[src/rtl/shift_add_multiplier.sv]
// Sequential unsigned shift-and-add multiplier that drives an external
// combinational ripple adder. One partial product is added per cycle:
// W add cycles, then a one-cycle DONE with the product presented.
//
// state  | meaning
// -------+-----------------------------------------------------------
// IDLE   | waiting for Start; adder operands forced to zero
// CALC   | one partial-product add per cycle, W cycles in total
// DONE   | Product valid, Done high for exactly one cycle
module shift_add_multiplier #(
    parameter int W = 6,
    parameter int N = 2 * W
) (
    input  logic         Clk,
    input  logic         Rst,
    input  logic         Start,
    input  logic [W-1:0] Mcand,
    input  logic [W-1:0] Mplier,
    output logic [N-1:0] AddA,
    output logic [N-1:0] AddB,
    output logic         AddCin,
    input  logic [N-1:0] AddS,
    output logic [N-1:0] Product,
    output logic         Busy,
    output logic         Done
);

    localparam logic [1:0] S_IDLE = 2'd0;
    localparam logic [1:0] S_CALC = 2'd1;
    localparam logic [1:0] S_DONE = 2'd2;

    localparam int            CW       = $clog2(W + 1);
    localparam logic [CW-1:0] CNT_LAST = CW'(W - 1);

    logic [1:0]    state;
    logic [1:0]    state_nxt;
    logic [N-1:0]  acc;
    logic [N-1:0]  mc_reg;
    logic [W-1:0]  mp_reg;
    logic [CW-1:0] cnt;
    logic [N-1:0]  product_q;
    logic          busy_q;
    logic          done_q;

    // Next-state decision; CALC exits after the W-th add.
    always_comb begin
        state_nxt = state;
        case (state)
            S_IDLE:  if (Start) state_nxt = S_CALC;
            S_CALC:  if (cnt == CNT_LAST) state_nxt = S_DONE;
            S_DONE:  state_nxt = S_IDLE;
            default: state_nxt = S_IDLE;
        endcase
    end

    // Adder operands: accumulator plus multiplicand gated by the current multiplier LSB.
    always_comb begin
        AddA = '0;
        AddB = '0;
        if (state == S_CALC) begin
            AddA = acc;
            AddB = mp_reg[0] ? mc_reg : '0;
        end
    end

    assign AddCin  = 1'b0;
    assign Product = product_q;
    assign Busy    = busy_q;
    assign Done    = done_q;

    // State register plus registered Busy/Done flags so the outputs never glitch.
    always_ff @(posedge Clk) begin
        if (Rst) begin
            state  <= S_IDLE;
            busy_q <= 1'b0;
            done_q <= 1'b0;
        end else begin
            state  <= state_nxt;
            busy_q <= (state_nxt == S_CALC);
            done_q <= (state_nxt == S_DONE);
        end
    end

    // Datapath: operand capture on accept, one shift/add step per CALC cycle.
    always_ff @(posedge Clk) begin
        if (Rst) begin
            acc    <= '0;
            mc_reg <= '0;
            mp_reg <= '0;
            cnt    <= '0;
        end else if (state == S_IDLE && Start) begin
            acc    <= '0;
            mc_reg <= {{(N - W){1'b0}}, Mcand};
            mp_reg <= Mplier;
            cnt    <= '0;
        end else if (state == S_CALC) begin
            acc    <= AddS;
            mc_reg <= mc_reg << 1;
            mp_reg <= mp_reg >> 1;
            cnt    <= cnt + CW'(1);
        end
    end

    // Product is captured from the final sum on entry to DONE, so it is
    // already valid while Done is high and is held until the next result.
    always_ff @(posedge Clk) begin
        if (Rst) begin
            product_q <= '0;
        end else if (state == S_CALC && cnt == CNT_LAST) begin
            product_q <= AddS;
        end
    end

endmodule
[config.mk]
export PLATFORM = sky130hd
export DESIGN_NAME = shift_add_multiplier
export DESIGN_NICKNAME = d
export VERILOG_FILES = /design/src/rtl/shift_add_multiplier.sv
export SDC_FILE = /design/constraint.sdc
export NUM_CORES = 1
export LEC_CHECK = 0
export BUFFER_PORTS_ARGS = -buffer_cell sky130_fd_sc_hd__buf_2
export CORE_MARGIN = 4
export CORE_UTILIZATION = 49
export CTS_CLUSTER_SIZE = 14
export DETAILED_ROUTE_END_ITERATION = 10
export MAX_ROUTING_LAYER = met4
export PLACE_DENSITY = 0.85
export SYNTH_ARGS = -nofsm -noshare
export SYNTH_HDL_FRONTEND = slang
export SYNTH_SLANG_ARGS = --single-unit
export TNS_END_PERCENT = 100
[constraint.sdc]
create_clock -name Clk -period 1.7 [get_ports Clk]
set_clock_uncertainty 0.2 [all_clocks]
set_input_delay 0 -clock Clk [delete_from_list [all_inputs] [get_ports Clk]]
set_output_delay 0 -clock Clk [all_outputs]
set_load 0.02 [all_outputs]
==> impl_metrics.json, run 1 <==
{
  "avgSynthCellArea_um2": 8.77,
  "grt_use_total": 0.207,
  "timing.critical_path.cells": "nor2b_4 > buf_4 > and3_1 > buf_2",
  "setup_viol": 0,
  "critPathTopFamily": "simple AND/OR/NAND/NOR gates",
  "dpl_cell_area_um2": 2320,
  "cts_buffers": 5,
  "avgRoutedWirePerCell_um": 13.6,
  "grt_pass1_wl_um": 8300,
  "wl_um": 4950,
  "slowest_stage": "dfxtp_2",
  "path_max_fanout": 5,
  "slew_viol_final": 0,
  "core_um2": 3770,
  "drt_iter0_markers": 102,
  "crit_buf_inv": 2,
  "period_minus_slack_ns": 1.62,
  "hp-class": "reg2reg",
  "cts_tree": "built",
  "fin_nets": 345,
  "timing.fmax_ghz": 0.618,
  "setup.worst_path.end_class": "output pin",
  "startpoint_type": "flip-flop",
  "worstHoldStart": "acc[10]",
  "antenna_found_initial": 0,
  "clockRootBuffer": "clkbuf_8",
  "required_ns": 1.50,
  "path_class": "reg2out",
  "drtAntennaViolNets": 0,
  "hold_viol_final": 0,
  "portBuffers": 64,
  "maxCapViolCount": 0,
  "yosysWarnings": 0,
  "grt_max_degree": 19,
  "die_h_um": 71.6,
  "seq_area_um2": 983,
  "r2r-start": "cnt[0]",
  "fillers": 272,
  "drcViolationCount": 0,
  "firstDrtPassIters": 4,
  "overflow": 0,
  "period_share": 0.952,
  "cp_data_arrival_time_ns": 1.42,
  "layout-drive-gt1-share": 0.284,
  "clkLatencyLatePin_ns": 0.30,
  "htreeDepth": 2,
  "rsz0062_at_grt": "false",
  "syn_area_um2": 1980,
  "die_w_um": 71.6,
  "utilization": 0.719,
  "yosys.cell_types.count": 32,
  "dr_total_vias": 1868,
  "clkTransAtPathRegs_ns": 0.09,
  "cts_max_path_buffers": 2,
  "rr_worst_depth": 5,
  "placed_cells": 329,
  "n_antenna_cell": 0,
  "status": "complete, no violations",
  "vias_per_cell": 5.12,
  "post-route-cell-area_um2": 2710,
  "synthesis.nets": 255,
  "cts.sinks": 49,
  "worst_path_largest_cell_delay_ns": 0.35,
  "ios": 66,
  "min_path_cells": 2,
  "stdcell_count": 365,
  "grt_pass1_vias": 1848,
  "p_per_area_nw_per_um2": 859,
  "place_hpwl_um": 3160,
  "cp.depth": 4,
  "dieArea_um2": 5130,
  "irDropWorstVdd_mv": 0.625,
  "start_util": 0.526,
  "power.leakage_uw": 0.00129,
  "num_rows": 22,
  "cp-startpoint": "state[0]",
  "place.gp.congestion": 0.722,
  "synth-seq-cells": 49,
  "syn_inst": 226,
  "multi_input_area_um2": 876,
  "synth_seq_area_share": 0.495,
  "syn_to_final_growth_pct": 36.9,
  "setup_tns_ns": 0
}
-- path summary, 6_finish.rpt --
| kind | to | slack [ns] |
|---|---|---|
| max | AddB[3] | 0.08 |
| min | acc[10] | 0.25 |
| max reg2reg | Product[7] | 0.20 |
| min reg2reg | acc[10] | 0.25 |
-- worst min-delay path: stages (launching register included) --
cell     delay [ns]
dfxtp_1        0.31
nand2_1        0.05
a21oi_1        0.05
-- report_power, final --
group / leakage [uW] / switching, uW / internal [uW]
logic: 0.000830 / 155 / 140
registers: 0.000400 / 30.2 / 1190
clock network: 0.0000554 / 373 / 442
-- cell usage after synthesis --
library cell / number / area [um2]
inv_1: 1 / 3.75
a22o_1: 12 / 105
buf_6: 3 / 33.8
nand2b_4: 1 / 13.8
nor2b_4: 1 / 13.8
nor2_1: 35 / 131
nor4_1: 10 / 62.6
nor3b_1: 1 / 7.51
a22oi_1: 2 / 15.0
nor3_2: 1 / 10.0
and3_1: 12 / 75.1
o21bai_1: 1 / 7.51
nor3_1: 1 / 5.00
a311oi_1: 2 / 17.5
buf_4: 5 / 37.5
and2_1: 12 / 75.1
clkbuf_2: 1 / 5.00
nand2b_1: 1 / 6.26
xnor2_1: 1 / 8.76
a211oi_1: 1 / 7.51
ha_1: 2 / 25.0
dfxtp_1: 49 / 981
buf_2: 6 / 30.0
or3b_1: 1 / 8.76
xor2_1: 1 / 8.76
nand3b_1: 1 / 7.51
nand2_1: 37 / 139
o21ba_2: 1 / 10.0
conb_1: 1 / 3.75
clkbuf_1: 4 / 15.0
a21oi_1: 18 / 90.1
a31oi_4: 1 / 21.3
-- logic make-up after synthesis --
group           synth area share
xor+xnor                 0.00884
other cells              0.00189
buf+inv                   0.0631
flops                      0.495
fa+ha+maj                 0.0126
simple gates               0.280
compound gates             0.138
-- cell type report --
cell class                 instances  area share
multi-input combinational        157       0.323
clock inverter                     2      0.0143
timing repair buffer             102       0.250
inverter                           1     0.00138
clock buffer                       6      0.0268
sequential                        49       0.363
tap                               48      0.0221
-- metrics by stage --
| stage | hold WS [ns] | worst slack [ns] | total power [uW] |
|---|---|---|---|
| 6_report | 0.255 | 0.0823 | 2330 |
| 4_1_cts | 0.255 | 0.000618 | 2330 |
| 3_3_place_gp | 0.0260 | 0.230 | 1470 |
| 2_1_floorplan | -0.0745 | 0.235 | 1410 |
| 3_5_place_dp | 0.0306 | 0.179 | 1480 |
| 5_1_grt | 0.266 | 0.00705 | 2420 |
-- what timing repair did --
action,in CTS,in global routing
endpoints found under the setup margin,16,20
setup buffers,1,1
hold buffers,26,0
gates resized for setup,3,1
hold endpoints to repair,39,0
-- routing by layer --
layer / GRT usage / wire length [um] / up-vias / share of wire
met5: - / 0 / - / 0
met4: 0.0752 / 90 / 0 / 0.018
met3: 0.0477 / 380 / 11 / 0.077
met2: 0.352 / 2450 / 79 / 0.50
met1: 0.237 / 2030 / 837 / 0.41
li1: - / - / 941 / -
-- layout by cell type (no fill, tap or decap), drive strengths merged, types with 2 or more instances in the layout --
cell type    instances
a311oi               2
nor4                10
and3                12
dlygate4sd3         26
ha                   2
buf                 76
a22oi                2
nand2b               2
nor3                 2
dfxtp               49
a22o                12
nand2               37
clkbuf               6
and2                12
nor2                35
a21oi               18
Note: power is estimated with default switching activity, not from simulation.
==> inputs of run 2 (changes only) <==
--- a/config.mk
+++ b/config.mk
@@ -6,8 +6,10 @@
 export NUM_CORES = 1
 export LEC_CHECK = 0
 export BUFFER_PORTS_ARGS = -buffer_cell sky130_fd_sc_hd__buf_2
+export CELL_PAD_IN_SITES_DETAIL_PLACEMENT = 0
+export CELL_PAD_IN_SITES_GLOBAL_PLACEMENT = 1
 export CORE_MARGIN = 4
-export CORE_UTILIZATION = 49
+export CORE_UTILIZATION = 36
 export CTS_CLUSTER_SIZE = 14
 export DETAILED_ROUTE_END_ITERATION = 10
 export MAX_ROUTING_LAYER = met4
==> run 2 against run 1 <==
Register-to-register slack lost 0.02 ns. Worst hold slack worse by 0.0052 ns. Sequential cell count unchanged. Final area rose by 1.7%. Critical path depth unchanged. Combinational power hardly changed. Final cell count is 6.0% higher. Non-clock buffer count did not move. Sequential power is essentially flat. Die area up 32%. First-iteration DRC count is 19% higher.
==> impl_metrics.json, run 2 (synthesis results as in run 1) <==
{
  "status": "complete, no violations",
  "n_antenna_cell": 0,
  "final_cell_mix": "buf_2 (64), dfxtp_1 (47), nand2_1 (37), nor2_1 (35), dlygate4sd3_1 (26)",
  "setup.worst_path.end_class": "output pin",
  "overflow": 0,
  "grt_max_degree": 19,
  "rr_worst_depth": 6,
  "cts.sinks": 49,
  "required_ns": 1.50,
  "period_share": 0.965,
  "portBuffers": 64,
  "period_minus_slack_ns": 1.64,
  "antenna_found_initial": 0,
  "cts_buffers": 5,
  "place_hpwl_um": 3260,
  "path_max_fanout": 16,
  "die_h_um": 82.2,
  "drt_iter0_markers": 121,
  "cp_data_arrival_time_ns": 1.44,
  "grt_use_total": 0.154,
  "maxCapViolCount": 0,
  "r2r-start": "cnt[1]",
  "clkTransAtPathRegs_ns": 0.09,
  "cts_tree": "built",
  "place.gp.congestion": 0.723,
  "layout-drive-gt1-share": 0.287,
  "post-route-cell-area_um2": 2760,
  "dr_total_vias": 1815,
  "wl_um": 4900,
  "syn_to_final_growth_pct": 39.2,
  "startpoint_type": "flip-flop",
  "final_common_cell": "buf_2",
  "clockRootBuffer": "clkbuf_8",
  "cts_max_path_buffers": 2,
  "grt_pass1_vias": 1701,
  "slew_viol_final": 0,
  "start_util": 0.381,
  "htreeDepth": 2,
  "rsz0062_at_grt": "false",
  "drtAntennaViolNets": 0,
  "fillers": 502,
  "drcViolationCount": 0,
  "dpl_cell_area_um2": 2360,
  "path_class": "reg2out",
  "die_w_um": 82.2,
  "utilization": 0.530,
  "r2r_end": "Product[7]",
  "crit_end": "AddB[7]",
  "firstDrtPassIters": 4,
  "timing.fmax_ghz": 0.610,
  "avgRoutedWirePerCell_um": 12.6,
  "hp-class": "reg2reg",
  "fin_nets": 345,
  "power.leakage_uw": 0.00129,
  "vias_per_cell": 4.69,
  "hold_viol_final": 0,
  "core_um2": 5200,
  "setup_viol": 0,
  "clkLatencyLatePin_ns": 0.30,
  "ios": 66,
  "dieArea_um2": 6760,
  "irDropWorstVdd_mv": 0.433,
  "p_per_area_nw_per_um2": 853,
  "cp-startpoint": "state[0]",
  "grt_pass1_wl_um": 7990,
  "reg2reg_slack_ns": 0.18,
  "num_rows": 26,
  "setup_tns_ns": 0
}
## run 2: cell types whose count changed in the layout (fill, tap and decap cells not counted), sizes merged
cell,previous run,this run
clkinvlp,0,1
clkbuf,6,5
## run 2: report_power, final
group	total, uW	internal, uW	switching, uW
clock network	835	441	395
registers	1220	1190	32.2
logic	295	144	152
## run 2: worst max-delay path, stage by stage, from the launching register on
cell	delay [ns]
dfxtp_4	0.38
nor2b_4	0.22
buf_6	0.18
and3_1	0.19
buf_2	0.17
## run 2: area by class of cell
| class | instances | area, um2 | area share |
|---|---|---|---|
| timing repair buffer | 102 | 691 | 0.250 |
| clock buffer | 5 | 68.8 | 0.0249 |
| inverter | 1 | 3.75 | 0.00136 |
| multi-input combinational | 157 | 876 | 0.317 |
| clock inverter | 3 | 46.3 | 0.0168 |
| tap | 70 | 87.6 | 0.0317 |
| sequential | 49 | 986 | 0.357 |
## run 2: worst min path at each step
| stage | startpoint | to | slack, ns | cells past startpoint |
|---|---|---|---|---|
| floorplan | AddS[10] | Product[10] | -0.07 | 1 |
| global placement | AddS[10] | Product[10] | 0.03 | 2 |
| detailed placement | AddS[10] | Product[10] | 0.03 | 2 |
| CTS | AddS[5] | Product[5] | 0.24 | 3 |
| global route | AddS[10] | Product[10] | 0.26 | 3 |
| finish | acc[8] | acc[8] | 0.25 | 2 |
## run 2: layer usage
metal / vias up / wire length (um) / global-route usage
met4: 0 / 35 / 0.0299
met2: 55 / 2160 / 0.240
met3: 5 / 333 / 0.0401
met5: - / 0 / -
li1: 938 / - / -
met1: 817 / 2370 / 0.203
## run 2: through the flow
| step | total power [uW] | hold slack [ns] | worst slack (ns) | instances |
|---|---|---|---|---|
| final | 2350 | 0.250 | 0.0603 | 387 |
| after global routing | 2460 | 0.258 | 0.00533 | 387 |
| after CTS | 2370 | 0.244 | 0.000378 | 385 |
| after detailed placement | 1490 | 0.0307 | 0.185 | 351 |
| after global placement | 1490 | 0.0327 | 0.230 | 351 |
| after floorplan | 1410 | -0.0745 | 0.235 | 226 |
## run 2: what timing repair did
item	in CTS	in global routing
hold buffers	26	0
gates resized for setup	3	2
setup buffers	0	2
endpoints found under the setup margin	22	22
endpoints found under the hold margin	39	0
